<file path="config.mk">
export PLATFORM = sky130hd
export DESIGN_NAME = s510_cnt_gen_flat
export DESIGN_NICKNAME = d
export VERILOG_FILES = /design/src/rtl/s510_cnt_gen_if.sv /design/src/rtl/s510_cnt_gen.sv /design/src/flat_wrapper.sv
export SDC_FILE = /design/constraint.sdc
export NUM_CORES = 1
export LEC_CHECK = 0
export ABC_AREA = 1
export CAP_MARGIN = 20
export CORE_MARGIN = 2
export CORE_UTILIZATION = 45
export CTS_CLUSTER_SIZE = 24
export DETAILED_ROUTE_END_ITERATION = 8
export PLACE_DENSITY = 0.74
export SYNTH_ARGS = -nofsm -noshare
export SYNTH_HDL_FRONTEND = slang
export SYNTH_SLANG_ARGS = --single-unit
</file>
<file path="constraint.sdc">
create_clock -name clock -period 1.53 [get_ports clock]
set_input_delay 0.306 -clock clock [delete_from_list [all_inputs] [get_ports clock]]
set_output_delay 0.306 -clock clock [all_outputs]
set_load 0.02 [all_outputs]
</file>
<file path="src/rtl/s510_cnt_gen_if.sv">
// Control and decode bundle between the s510 state register and its counter stage.
interface s510_cnt_gen_if #(parameter int CW = 10);
   logic          cnt_en;
   logic          cnt_clr;
   logic          john;
   logic          pcnt_clr;
   logic [CW-1:0] cnt_q;
   logic          cnt10, cnt21, cnt44, cnt45, cnt261, cnt272;
   logic          cnt283, cnt284, cnt509, cnt511, cnt567, cnt591;
   logic          pcnt6;
   logic          john_q;

   modport master (
      output cnt_en, cnt_clr, john, pcnt_clr,
      input  cnt_q, cnt10, cnt21, cnt44, cnt45, cnt261, cnt272,
             cnt283, cnt284, cnt509, cnt511, cnt567, cnt591, pcnt6, john_q
   );
   modport slave (
      input  cnt_en, cnt_clr, john, pcnt_clr,
      output cnt_q, cnt10, cnt21, cnt44, cnt45, cnt261, cnt272,
             cnt283, cnt284, cnt509, cnt511, cnt567, cnt591, pcnt6, john_q
   );
endinterface

</file>
<file path="src/rtl/s510_cnt_gen.sv">
// s510 event counter, registered terminal-count decode and john-edge prescaler.
// Every output is a flop; strobes are loaded from the next count so they align with cnt_q.
module s510_cnt_gen #(
   parameter int CW = 10,
   parameter int PW = 3
) (
   input  logic           clock,
   input  logic           reset_n,
   s510_cnt_gen_if.slave  bus
);
   localparam int NDEC = 12;
   localparam int unsigned DVAL [NDEC] = '{10, 21, 44, 45, 261, 272, 283, 284, 509, 511, 567, 591};

   logic [CW-1:0]   cnt_r, cnt_nxt;
   logic [NDEC-1:0] dec_nxt, dec_r;
   logic [PW-1:0]   pcnt_r, pcnt_nxt;
   logic            john_r, pcnt6_r, john_rise;

   always_comb begin
      cnt_nxt = cnt_r;
      if (bus.cnt_clr)     cnt_nxt = '0;
      else if (bus.cnt_en) cnt_nxt = cnt_r + CW'(1);
   end

   for (genvar i = 0; i < NDEC; i++) begin : g_dec
      assign dec_nxt[i] = (cnt_nxt == CW'(DVAL[i]));
   end

   assign john_rise = bus.john & ~john_r;

   // Saturate rather than wrap so pcnt6 stays sticky until an explicit clear.
   always_comb begin
      pcnt_nxt = pcnt_r;
      if (bus.pcnt_clr)                      pcnt_nxt = '0;
      else if (john_rise && pcnt_r != '1)    pcnt_nxt = pcnt_r + PW'(1);
   end

   always_ff @(posedge clock or negedge reset_n) begin
      if (!reset_n) begin
         cnt_r   <= '0;
         dec_r   <= '0;
         pcnt_r  <= '0;
         pcnt6_r <= 1'b0;
         john_r  <= 1'b0;
      end else begin
         cnt_r   <= cnt_nxt;
         dec_r   <= dec_nxt;
         pcnt_r  <= pcnt_nxt;
         pcnt6_r <= (32'(pcnt_nxt) >= 32'd6);
         john_r  <= bus.john;
      end
   end

   assign bus.cnt_q  = cnt_r;
   assign bus.cnt10  = dec_r[0];
   assign bus.cnt21  = dec_r[1];
   assign bus.cnt44  = dec_r[2];
   assign bus.cnt45  = dec_r[3];
   assign bus.cnt261 = dec_r[4];
   assign bus.cnt272 = dec_r[5];
   assign bus.cnt283 = dec_r[6];
   assign bus.cnt284 = dec_r[7];
   assign bus.cnt509 = dec_r[8];
   assign bus.cnt511 = dec_r[9];
   assign bus.cnt567 = dec_r[10];
   assign bus.cnt591 = dec_r[11];
   assign bus.pcnt6  = pcnt6_r;
   assign bus.john_q = john_r;
endmodule

</file>
<file path="src/flat_wrapper.sv">
// flat-port wrapper written by rule: the top's interface ports become plain ports
module s510_cnt_gen_flat 
#(
   parameter int CW = 10,
   parameter int PW = 3
)
  (clock, reset_n, bus_cnt_en, bus_cnt_clr, bus_john, bus_pcnt_clr, bus_cnt_q, bus_cnt10, bus_cnt21, bus_cnt44, bus_cnt45, bus_cnt261, bus_cnt272, bus_cnt283, bus_cnt284, bus_cnt509, bus_cnt511, bus_cnt567, bus_cnt591, bus_pcnt6, bus_john_q);
  s510_cnt_gen_if #(.CW(CW)) bus_i ();
  input  logic clock;
  input  logic reset_n;
  input wire logic [$bits(bus_i.cnt_en)-1:0] bus_cnt_en;
  input wire logic [$bits(bus_i.cnt_clr)-1:0] bus_cnt_clr;
  input wire logic [$bits(bus_i.john)-1:0] bus_john;
  input wire logic [$bits(bus_i.pcnt_clr)-1:0] bus_pcnt_clr;
  output wire logic [$bits(bus_i.cnt_q)-1:0] bus_cnt_q;
  output wire logic [$bits(bus_i.cnt10)-1:0] bus_cnt10;
  output wire logic [$bits(bus_i.cnt21)-1:0] bus_cnt21;
  output wire logic [$bits(bus_i.cnt44)-1:0] bus_cnt44;
  output wire logic [$bits(bus_i.cnt45)-1:0] bus_cnt45;
  output wire logic [$bits(bus_i.cnt261)-1:0] bus_cnt261;
  output wire logic [$bits(bus_i.cnt272)-1:0] bus_cnt272;
  output wire logic [$bits(bus_i.cnt283)-1:0] bus_cnt283;
  output wire logic [$bits(bus_i.cnt284)-1:0] bus_cnt284;
  output wire logic [$bits(bus_i.cnt509)-1:0] bus_cnt509;
  output wire logic [$bits(bus_i.cnt511)-1:0] bus_cnt511;
  output wire logic [$bits(bus_i.cnt567)-1:0] bus_cnt567;
  output wire logic [$bits(bus_i.cnt591)-1:0] bus_cnt591;
  output wire logic [$bits(bus_i.pcnt6)-1:0] bus_pcnt6;
  output wire logic [$bits(bus_i.john_q)-1:0] bus_john_q;
  assign bus_i.cnt_en = bus_cnt_en;
  assign bus_i.cnt_clr = bus_cnt_clr;
  assign bus_i.john = bus_john;
  assign bus_i.pcnt_clr = bus_pcnt_clr;
  assign bus_cnt_q = bus_i.cnt_q;
  assign bus_cnt10 = bus_i.cnt10;
  assign bus_cnt21 = bus_i.cnt21;
  assign bus_cnt44 = bus_i.cnt44;
  assign bus_cnt45 = bus_i.cnt45;
  assign bus_cnt261 = bus_i.cnt261;
  assign bus_cnt272 = bus_i.cnt272;
  assign bus_cnt283 = bus_i.cnt283;
  assign bus_cnt284 = bus_i.cnt284;
  assign bus_cnt509 = bus_i.cnt509;
  assign bus_cnt511 = bus_i.cnt511;
  assign bus_cnt567 = bus_i.cnt567;
  assign bus_cnt591 = bus_i.cnt591;
  assign bus_pcnt6 = bus_i.pcnt6;
  assign bus_john_q = bus_i.john_q;
  s510_cnt_gen #(.CW(CW), .PW(PW)) u_core (.clock(clock), .reset_n(reset_n), .bus(bus_i));
endmodule
</file>
# Yosys cells after proc, flatten, opt, wreduce, memory -nomap -nowiden

Index checks and enable logic that the tools add are counted.

Register bits after elaboration: 27
Bits of input ports: 6
Output and inout bits: 24
Word-level logic and storage cells: 28

Add/sub/neg operators: 2
Order comparisons: 1
Equal/unequal tests: 13
Mux-type cells: 4
Bitwise gates (word level): 2
Reduce and logical (&&, ||, !) cells: 1

Operators by type and width:

| cell                    | count |
|---|---|
| $eq A10 B9 Y1 const B   | 6 |
| $eq A10 B10 Y1 const B  | 2 |
| $eq A10 B6 Y1 const B   | 2 |
| $mux W10                | 2 |
| $add A10 B1 Y10 const B | 1 |
| $eq A10 B4 Y1 const B   | 1 |
| $eq A10 B5 Y1 const B   | 1 |
| $mux W3                 | 2 |
| $add A3 B1 Y3 const B   | 1 |
| $ge A3 B3 Y1 const B    | 1 |
| $ne A3 B3 Y1 const B    | 1 |
| $and A1 B1 Y1           | 1 |
| $logic_and A1 B1 Y1     | 1 |
| $not A1 Y1              | 1 |

# Longest topological paths before layout

Gate-level depths: netlist of run 1.

Depth after elaboration: 6
Gate-level depth with buffers: 11
Depth with buffers taken out: 10

# Worst setup path before layout of run 1

Ideal clock, no wire load.

Kind: register to register
Start: reg u_core.cnt_r[0] (netlist: u_core.bus.cnt_q[0])
End: reg u_core.dec_r[9]
Setup time: 0.080 ns
Arrival time: 1.499 ns
Data required time: 1.450 ns
Path slack: -0.050 ns
Cell stages (with the launch flop): 10
Path buffers: 0
Period minus slack after synthesis: 1.580 ns
Cells stage by stage: dfrtp_1 -> ha_1 -> nand2_1 -> nor2_4 -> nand3_2 -> nand2_2 -> inv_2 -> nor2_8 -> nand2_2 -> nor3_2

Word-level cells in the longest chain between the ends: 4

Ends and longest elaborated chain:

| element                     | RTL line           | RTL |
|---|---|---|
| from (decl)                 | s510_cnt_gen.sv:14 | `logic [CW-1:0] cnt_r, cnt_nxt;` |
| from (signal assigned)      | s510_cnt_gen.sv:46 | `cnt_r <= cnt_nxt;` |
| $add A10 B1 Y10             | s510_cnt_gen.sv:22 | `else if (bus.cnt_en) cnt_nxt = cnt_r + CW'(1);` |
| $mux W10                    | s510_cnt_gen.sv:22 |  |
| $mux W10                    | s510_cnt_gen.sv:21 | `if (bus.cnt_clr) cnt_nxt = '0;` |
| named net u_core.cnt_nxt[8] | s510_cnt_gen.sv:14 |  |
| $eq A10 B9 Y1               | s510_cnt_gen.sv:26 | `assign dec_nxt[i] = (cnt_nxt == CW'(DVAL[i]));` |
| named net u_core.dec_nxt[9] | s510_cnt_gen.sv:15 | `logic [NDEC-1:0] dec_nxt, dec_r;` |
| to (signal assigned)        | s510_cnt_gen.sv:47 | `dec_r <= dec_nxt;` |
| to (decl)                   | s510_cnt_gen.sv:15 |  |

The timed path passes the listed nets, and every way through them passes these cells.

# Worst setup path after layout of run 1

Start: reg u_core.cnt_r[1] (netlist: u_core.bus.cnt_q[1])
End: reg u_core.dec_r[8]

Word-level cells in the longest chain between the ends: 4

Ends and longest elaborated chain:

| element                     | RTL line |
|---|---|
| $add A10 B1 Y10             | s510_cnt_gen.sv:22 |
| $mux W10 (*)                | s510_cnt_gen.sv:22 |
| $mux W10 (*)                | s510_cnt_gen.sv:21 |
| $eq A10 B9 Y1 (*)           | s510_cnt_gen.sv:26 |
| named net u_core.dec_nxt[8] | s510_cnt_gen.sv:15 |

The timed path passes the listed nets; every way through them passes the cells marked *.

==> results.py, run 1 <==
metrics = {
    "worst_setup_path": {
        "slowest_delay_ns": 0.43,
        "rr_endpoint": "u_core.dec_r[8]$_DFF_PN0_",
        "critical_path.reg2reg.startpoint": "u_core.bus.cnt_q[1]$_DFF_PN0_",
        "arrival_ns": 1.87,
        "reg2reg_slack_ns": -0.08,
        "cp_slowest_cell": "dfrtp_2",
        "setup.worst_path.start": "u_core.bus.cnt_q[1]$_DFF_PN0_",
        "r2r_cells": 9,
        "cp-start-kind": "register",
        "crit_chain": "ha_4 -> nand2_4 -> nor2_4 -> nor2_2 -> nor2_1 -> nand2_1 -> nor2_1 -> nand2_2 -> nor3_2",
        "crit_end": "u_core.dec_r[8]$_DFF_PN0_",
        "critPathKind": "register to register",
        "cp-end-kind": "register",
        "cp_common_cell": "nor2_1",
        "cp_max_fo": 7,
        "required_ns": 1.78,
    },
    "synthesis": {
        "synth_top_family_by_area": "simple AND/OR/NAND/NOR gates",
        "synth.avg_cell_area_um2": 7.73,
        "synth-compound-area-share_pct": 1.54,
        "synth_fp_nets": 198,
        "ys_async_sr_fraction_pct": 100,
        "yosys.area_share.adder_pct": 2.57,
        "synthTopCellsByArea": "dfrtp_1 (46%), nand2_1 (11%), nor2_1 (8.0%)",
        "synth_edf_count": 0,
        "synthSimpleGateAreaFrac_pct": 40.3,
        "yosysSeqAreaShare_pct": 46.3,
        "muxShareOfSynthArea_pct": 0,
        "syn_area_um2": 1460,
        "synthFlopType": "dfrtp_1",
        "synth_cell_types": 25,
        "post_synth_xor_area_fraction_pct": 0,
        "synth_most_common_cell": "nand2_1",
        "synth_cells": 189,
        "yosysTopAreaCell": "dfrtp_1",
        "synth_seq_cells": 27,
        "yosys.area.top_type_share_pct": 46.3,
        "synth_commonest_cells": "nand2_1 (44), nor2_1 (31), dfrtp_1 (27)",
        "yosysWarnings": 0,
    },
    "clocking": {
        "clock_path_buffers": 2,
        "cts_buffers": 3,
        "clock_latency_ns": 0.32,
        "cts.sinks": 27,
        "clkTransAtPathRegs_ns": 0.14,
        "htreeDepth": 1,
        "ctsHoldBuffers": 0,
        "cts_tree": "yes",
        "clock-root-buffer": "clkbuf_4",
    },
    "sta": {
        "min_period_ns": 1.61,
        "timing.slew.headroom_pct": 78.1,
        "period_share_pct": 105,
        "fin_skew_ns": 0.0149,
        "clock.fmax_mhz": 620,
        "rsz0062_at_grt": "true",
        "worstMarginPinSlew_ns": 0.329,
        "finalSetupViolations": 5,
        "finalSetupTns_ns": -0.143,
        "worst_slack_ns": -0.0837,
        "final-max-slew-violation-count": 0,
        "hold_viol": 0,
    },
    "route": {
        "via_count": 1370,
        "drtPass1Iterations": 4,
        "wl_per_cell_um": 11.3,
        "viasPerCell": 4.77,
        "drt-initial-drc-count": 38,
        "drc_errors": 0,
        "detail-route-antenna-nets": 0,
        "drt-total-wl_um": 3250,
    },
    "floorplanning": {
        "io_pins": 30,
        "die_y_um": 61.0,
        "num_rows": 20,
        "dieArea_um2": 3720,
        "core_area_um2": 3080,
        "start_util_pct": 47.4,
        "die_w_um": 61.0,
    },
    "global_routing": {
        "track_usage_pct": 18.6,
        "grt.overflow.total": 0,
        "use_met2_pct": 31.3,
        "grtUsageMet1_pct": 23.4,
        "grt_util_met3_pct": 4.69,
        "grt_pass1_wl_um": 5030,
        "grt_antenna_before_repair": 0,
        "grt_pass1_vias": 1226,
        "grt_max_degree": 28,
        "grt.busiest_layer": "met2",
    },
    "status": {
        "violations": "negative setup slack",
        "status": "finished, violations left",
    },
    "placement": {
        "portBuffers": 29,
        "gp_congestion": 0.953,
        "dp_hpwl_um": 2390,
        "place_inst": 279,
    },
    "job": {
        "cap_viol_max_count": 0,
    },
    "power_and_ir_drop": {
        "irDropWorstVdd_mv": 0.566,
        "p_per_area_nw_per_um2": 580,
        "p_leak_nw": 1.12,
    },
    "cells_and_area": {
        "final_cell_count_no_fill": 287,
        "area_delta_synth_final_pct": 41.7,
        "drive_gt1_share_pct": 32.5,
        "num-nets-final": 253,
        "diodes": 0,
        "fin_util_pct": 67.2,
    },
    "hold_path": {
        "hold_class": "input port to asynchronous set/reset pin",
    },
}
## state kept, by name, summed over array words and instances, names as in the netlist
register	cells
u_core.bus.john_q	1
u_core.pcnt_r	3
u_core.bus.pcnt6	1
u_core.dec_r	12
u_core.bus.cnt_q	10
## critical path, delay by kind of cell, from the launching register on
family / cells / cell delay (ns)
simple gates: 8 / 0.95
flops: 1 / 0.43
fa+ha+maj: 1 / 0.17
## layer usage
layer,vias to the layer above,share of wire (%)
li1,692,-
met1,642,45
met2,29,50
met3,7,4.3
met4,0,1.4
met5,-,0
## stage by stage
stage / worst slack [ns] / hold slack, ns / total power, mW / instance area (µm²)
floorplan: 0.0415 / 0.0104 / 0.824 / 1460
global placement: -0.370 / 0.459 / 0.899 / 1940
finish: -0.0837 / 0.334 / 1.20 / 2070
detailed placement: -0.379 / 0.476 / 0.901 / 1940
CTS: -0.00207 / 0.343 / 1.21 / 2010
global route: -0.157 / 0.354 / 1.26 / 2070
## how the worst min path moves through the flow
| stage | to | slack (ns) | cells past startpoint |
|---|---|---|---|
| finish | u_core.pcnt_r[1]$_DFF_PN0_ | 0.33 | 2 |
| global route | u_core.bus.cnt_q[4]$_DFF_PN0_ | 0.35 | 2 |
| global placement | u_core.pcnt_r[0]$_DFF_PN0_ | 0.46 | 1 |
| detailed placement | u_core.pcnt_r[0]$_DFF_PN0_ | 0.48 | 1 |
| floorplan | u_core.bus.cnt_q[0]$_DFF_PN0_ | 0.01 | 0 |
| CTS | u_core.bus.cnt_q[4]$_DFF_PN0_ | 0.34 | 2 |
## area by class of cell
class	instances	area, µm²
clock buffer	4	26.3
fill	275	1010
inverter	33	124
multi-input combinational	127	756
sequential	27	678
tap	44	55.1
timing repair buffer	52	430
## where the power goes
group | total, mW | internal [mW] | switching (mW)
combinational | 0.169 | 0.0746 | 0.0947
clock | 0.296 | 0.102 | 0.194
sequential | 0.736 | 0.726 | 0.00970
total | 1.20 | 0.903 | 0.298
## repair_timing
item	CTS	global route
buffers inserted	2	2
resized for setup	41	16
setup endpoints to repair	34	15
pin swaps	9	20
## cells by family after synthesis
family | Yosys count
buffers and inverters | 35
flip-flops | 27
AO/OA/AOI/OAI | 4
AND/OR/NAND/NOR | 120
adder cells (fa/ha/maj) | 3
## placed cells by master, fill, tap and decap left out, types with 2 or more instances in the layout
cell             synthesis  final
dfrtp_2                  0      2
inv_2                    8      8
nand2_1                 44     34
dfrtp_1                 27     25
nand3_1                 18     11
ha_1                     3      2
nor2_4                   3      5
a21oi_1                  2      2
nand3_2                  3      9
nor2_1                  31     26
dlygate4sd2_1            0     23
clkdlybuf4s50_1          0      4
nor3_2                   2      2
nor2_2                   2      5
inv_1                   24     24
or2_2                    2      2
nand4_1                  5      5
buf_4                    1     23
nand2_2                  5     14
clkbuf_4                 0      3
Power figures use the tool's default switching activity.
==> run 2, diff against run 1 <==
--- a/config.mk
+++ b/config.mk
@@ -11,7 +11,7 @@
 export CORE_UTILIZATION = 45
 export CTS_CLUSTER_SIZE = 24
 export DETAILED_ROUTE_END_ITERATION = 8
-export PLACE_DENSITY = 0.74
+export PLACE_DENSITY_LB_ADDON = 0.08
 export SYNTH_ARGS = -nofsm -noshare
 export SYNTH_HDL_FRONTEND = slang
 export SYNTH_SLANG_ARGS = --single-unit
==> results.py, run 2 (same netlist as run 1, synthesis figures left out) <==
metrics = {
    "worst_setup_path": {
        "cp_common_cell": "nand2_1",
        "setup.worst_path.start": "u_core.bus.cnt_q[1]$_DFF_PN0_",
        "required_ns": 1.78,
        "crit_family": "simple AND/OR/NAND/NOR gates",
        "path_buf_inv": 1,
        "arrival_ns": 1.84,
        "critPathKind": "register to register",
        "cp_max_fo": 5,
        "critical_path.reg2reg.startpoint": "u_core.bus.cnt_q[1]$_DFF_PN0_",
        "crit_chain": "buf_4 -> nand3_2 -> nor2_4 -> nand2_1 -> nand2_2 -> nand2_1 -> nor2_1 -> nand2_1 -> nor3_2",
        "cp-start-kind": "register",
        "cp_slowest_cell": "dfrtp_2",
        "cp-end-kind": "register",
        "slowest_delay_ns": 0.43,
    },
    "power_and_ir_drop": {
        "p_leak_nw": 1.13,
        "p_seq_share_pct": 59.2,
        "p_per_area_nw_per_um2": 583,
        "irDropWorstVdd_mv": 0.451,
        "power_frac_comb_pct": 14.3,
        "p_sw_share_pct": 27.6,
        "p_int_mw": 0.901,
        "p_clk_share_pct": 26.5,
        "p_switching_mw": 0.343,
    },
    "sta": {
        "period_share_pct": 104,
        "clock.fmax_mhz": 631,
        "worst_slack_ns": -0.0553,
        "worstMarginPinSlew_ns": 0.357,
        "fin_skew_ns": 0.0135,
        "hold_viol": 0,
        "finalSetupViolations": 9,
        "timing.slew.headroom_pct": 76.2,
        "final-max-slew-violation-count": 0,
        "min_period_ns": 1.59,
        "rsz0062_at_grt": "true",
    },
    "clocking": {
        "ctsHoldBuffers": 0,
        "cts_buffers": 3,
        "clock-root-buffer": "clkbuf_4",
        "clkTransAtPathRegs_ns": 0.17,
        "htreeDepth": 1,
        "cts.sinks": 27,
        "cts_tree": "yes",
        "clock_latency_ns": 0.34,
        "clock_path_buffers": 2,
    },
    "global_routing": {
        "grt_pass1_wl_um": 6060,
        "track_usage_pct": 22.1,
        "grt_max_degree": 28,
        "grt_pass1_vias": 1410,
        "grt.overflow.total": 0,
        "grt_antenna_before_repair": 0,
    },
    "cells_and_area": {
        "area_delta_synth_final_pct": 46.1,
        "final_cell_count_no_fill": 288,
        "drive_gt1_share_pct": 36.1,
        "largest_register_ffs": 12,
        "final_cell_mix": "nand2_1 (32), nor2_1 (25), inv_1 (24), dfrtp_1 (24), dlygate4sd2_1 (23)",
        "fin_area_um2": 2130,
        "diodes": 0,
        "num-nets-final": 254,
        "final_common_cell": "nand2_1",
        "regMostFlops": "u_core.dec_r",
    },
    "placement": {
        "dpl_cell_area_um2": 1940,
        "dp_hpwl_um": 2490,
        "place_inst": 279,
        "gp_congestion": 0.973,
        "portBuffers": 29,
    },
    "route": {
        "via_count": 1400,
        "drc_errors": 0,
        "drt-total-wl_um": 3740,
        "viasPerCell": 4.86,
        "wl_per_cell_um": 13.0,
        "drt-initial-drc-count": 44,
        "detail-route-antenna-nets": 0,
        "drtPass1Iterations": 4,
    },
    "floorplanning": {
        "num_rows": 20,
        "die_w_um": 61.0,
        "dieArea_um2": 3720,
        "die_y_um": 61.0,
        "core_area_um2": 3080,
        "start_util_pct": 47.4,
        "io_pins": 30,
    },
    "status": {
        "status": "finished, violations left",
        "violations": "negative setup slack",
    },
    "job": {
        "cap_viol_max_count": 0,
    },
    "hold_path": {
        "hold_class": "input port to asynchronous set/reset pin",
    },
}
## run 2: cell count changes in the layout (fill, tap and decap cells not counted), moves of 2 or more
cell	before	now
nand3_2	9	7
buf_4	23	21
nand2_1	34	32
nand3_4	1	4
buf_2	0	2
nand2_2	14	16
buf_6	0	3
## run 2: power groups by stage
stage	combinational [mW]	sequential (mW)	clock (mW)
floorplan	0.0647	0.759	0
global placement	0.153	0.748	0
detailed placement	0.156	0.749	0
CTS	0.171	0.737	0.337
global route	0.198	0.738	0.359
finish	0.178	0.736	0.330
## run 2: cell type report
cell class                      instances  area [µm²]
Clock inverter                          1        7.51
Clock buffer                            3        22.5
Inverter                               33         124
Sequential cell                        27         679
Timing Repair Buffer                   53         443
Tap cell                               44        55.1
Multi-Input combinational cell        127         802
Fill cell                             261         945
## run 2: per-layer routing
layer  part of all wire [%]  wire, µm  vias up  global-route usage, %
li1                       -         -      691                      -
met1                     43      1610      662                   27.3
met2                     51      1890       41                   38.7
met3                    4.6       171        6                   2.99
met4                    1.8        69        0                   9.01
met5                      0         0        -                      0
## run 2: repair_timing
action | in CTS | in global routing
pin swaps | 23 | 8
buffers inserted | 3 | 2
setup endpoints to repair | 36 | 19
resized for setup | 52 | 21
## run 2: worst paths after layout
| kind | end | slack, ns | cells past startpoint |
|---|---|---|---|
| setup / recovery | u_core.dec_r[9]$_DFF_PN0_ | -0.06 | 9 |
| hold / removal | u_core.bus.cnt_q[7]$_DFF_PN0_ | 0.31 | 2 |
| setup reg to reg | u_core.dec_r[9]$_DFF_PN0_ | -0.06 | 9 |
| hold reg to reg | u_core.pcnt_r[0]$_DFF_PN0_ | 0.57 | 2 |
| max in group asynchronous | u_core.dec_r[6]$_DFF_PN0_ | 0.94 | 2 |
| min in group clock | u_core.bus.john_q$_DFF_PN0_ | 0.44 | 1 |
## run 2: per-stage QoR
step	setup slack (ns)	hold WS, ns	TNS [ns]	utilization (%)	power (mW)
3_5_place_dp	-0.372	0.480	-4.83	63.0	0.905
3_3_place_gp	-0.323	0.454	-3.93	63.0	0.901
5_1_grt	-0.146	0.358	-1.32	69.3	1.30
4_1_cts	-0.0222	0.321	-0.0222	66.9	1.24
6_report	-0.0553	0.313	-0.245	69.3	1.24
2_1_floorplan	0.0415	0.0104	0	-	0.824
## run 2: worst register-to-register path, cell delays in order, from the launching register on
cell	delay, ns
dfrtp_2	0.43
buf_4	0.13
nand3_2	0.11
nor2_4	0.22
nand2_1	0.09
nand2_2	0.10
nand2_1	0.08
nor2_1	0.10
nand2_1	0.10
nor3_2	0.13
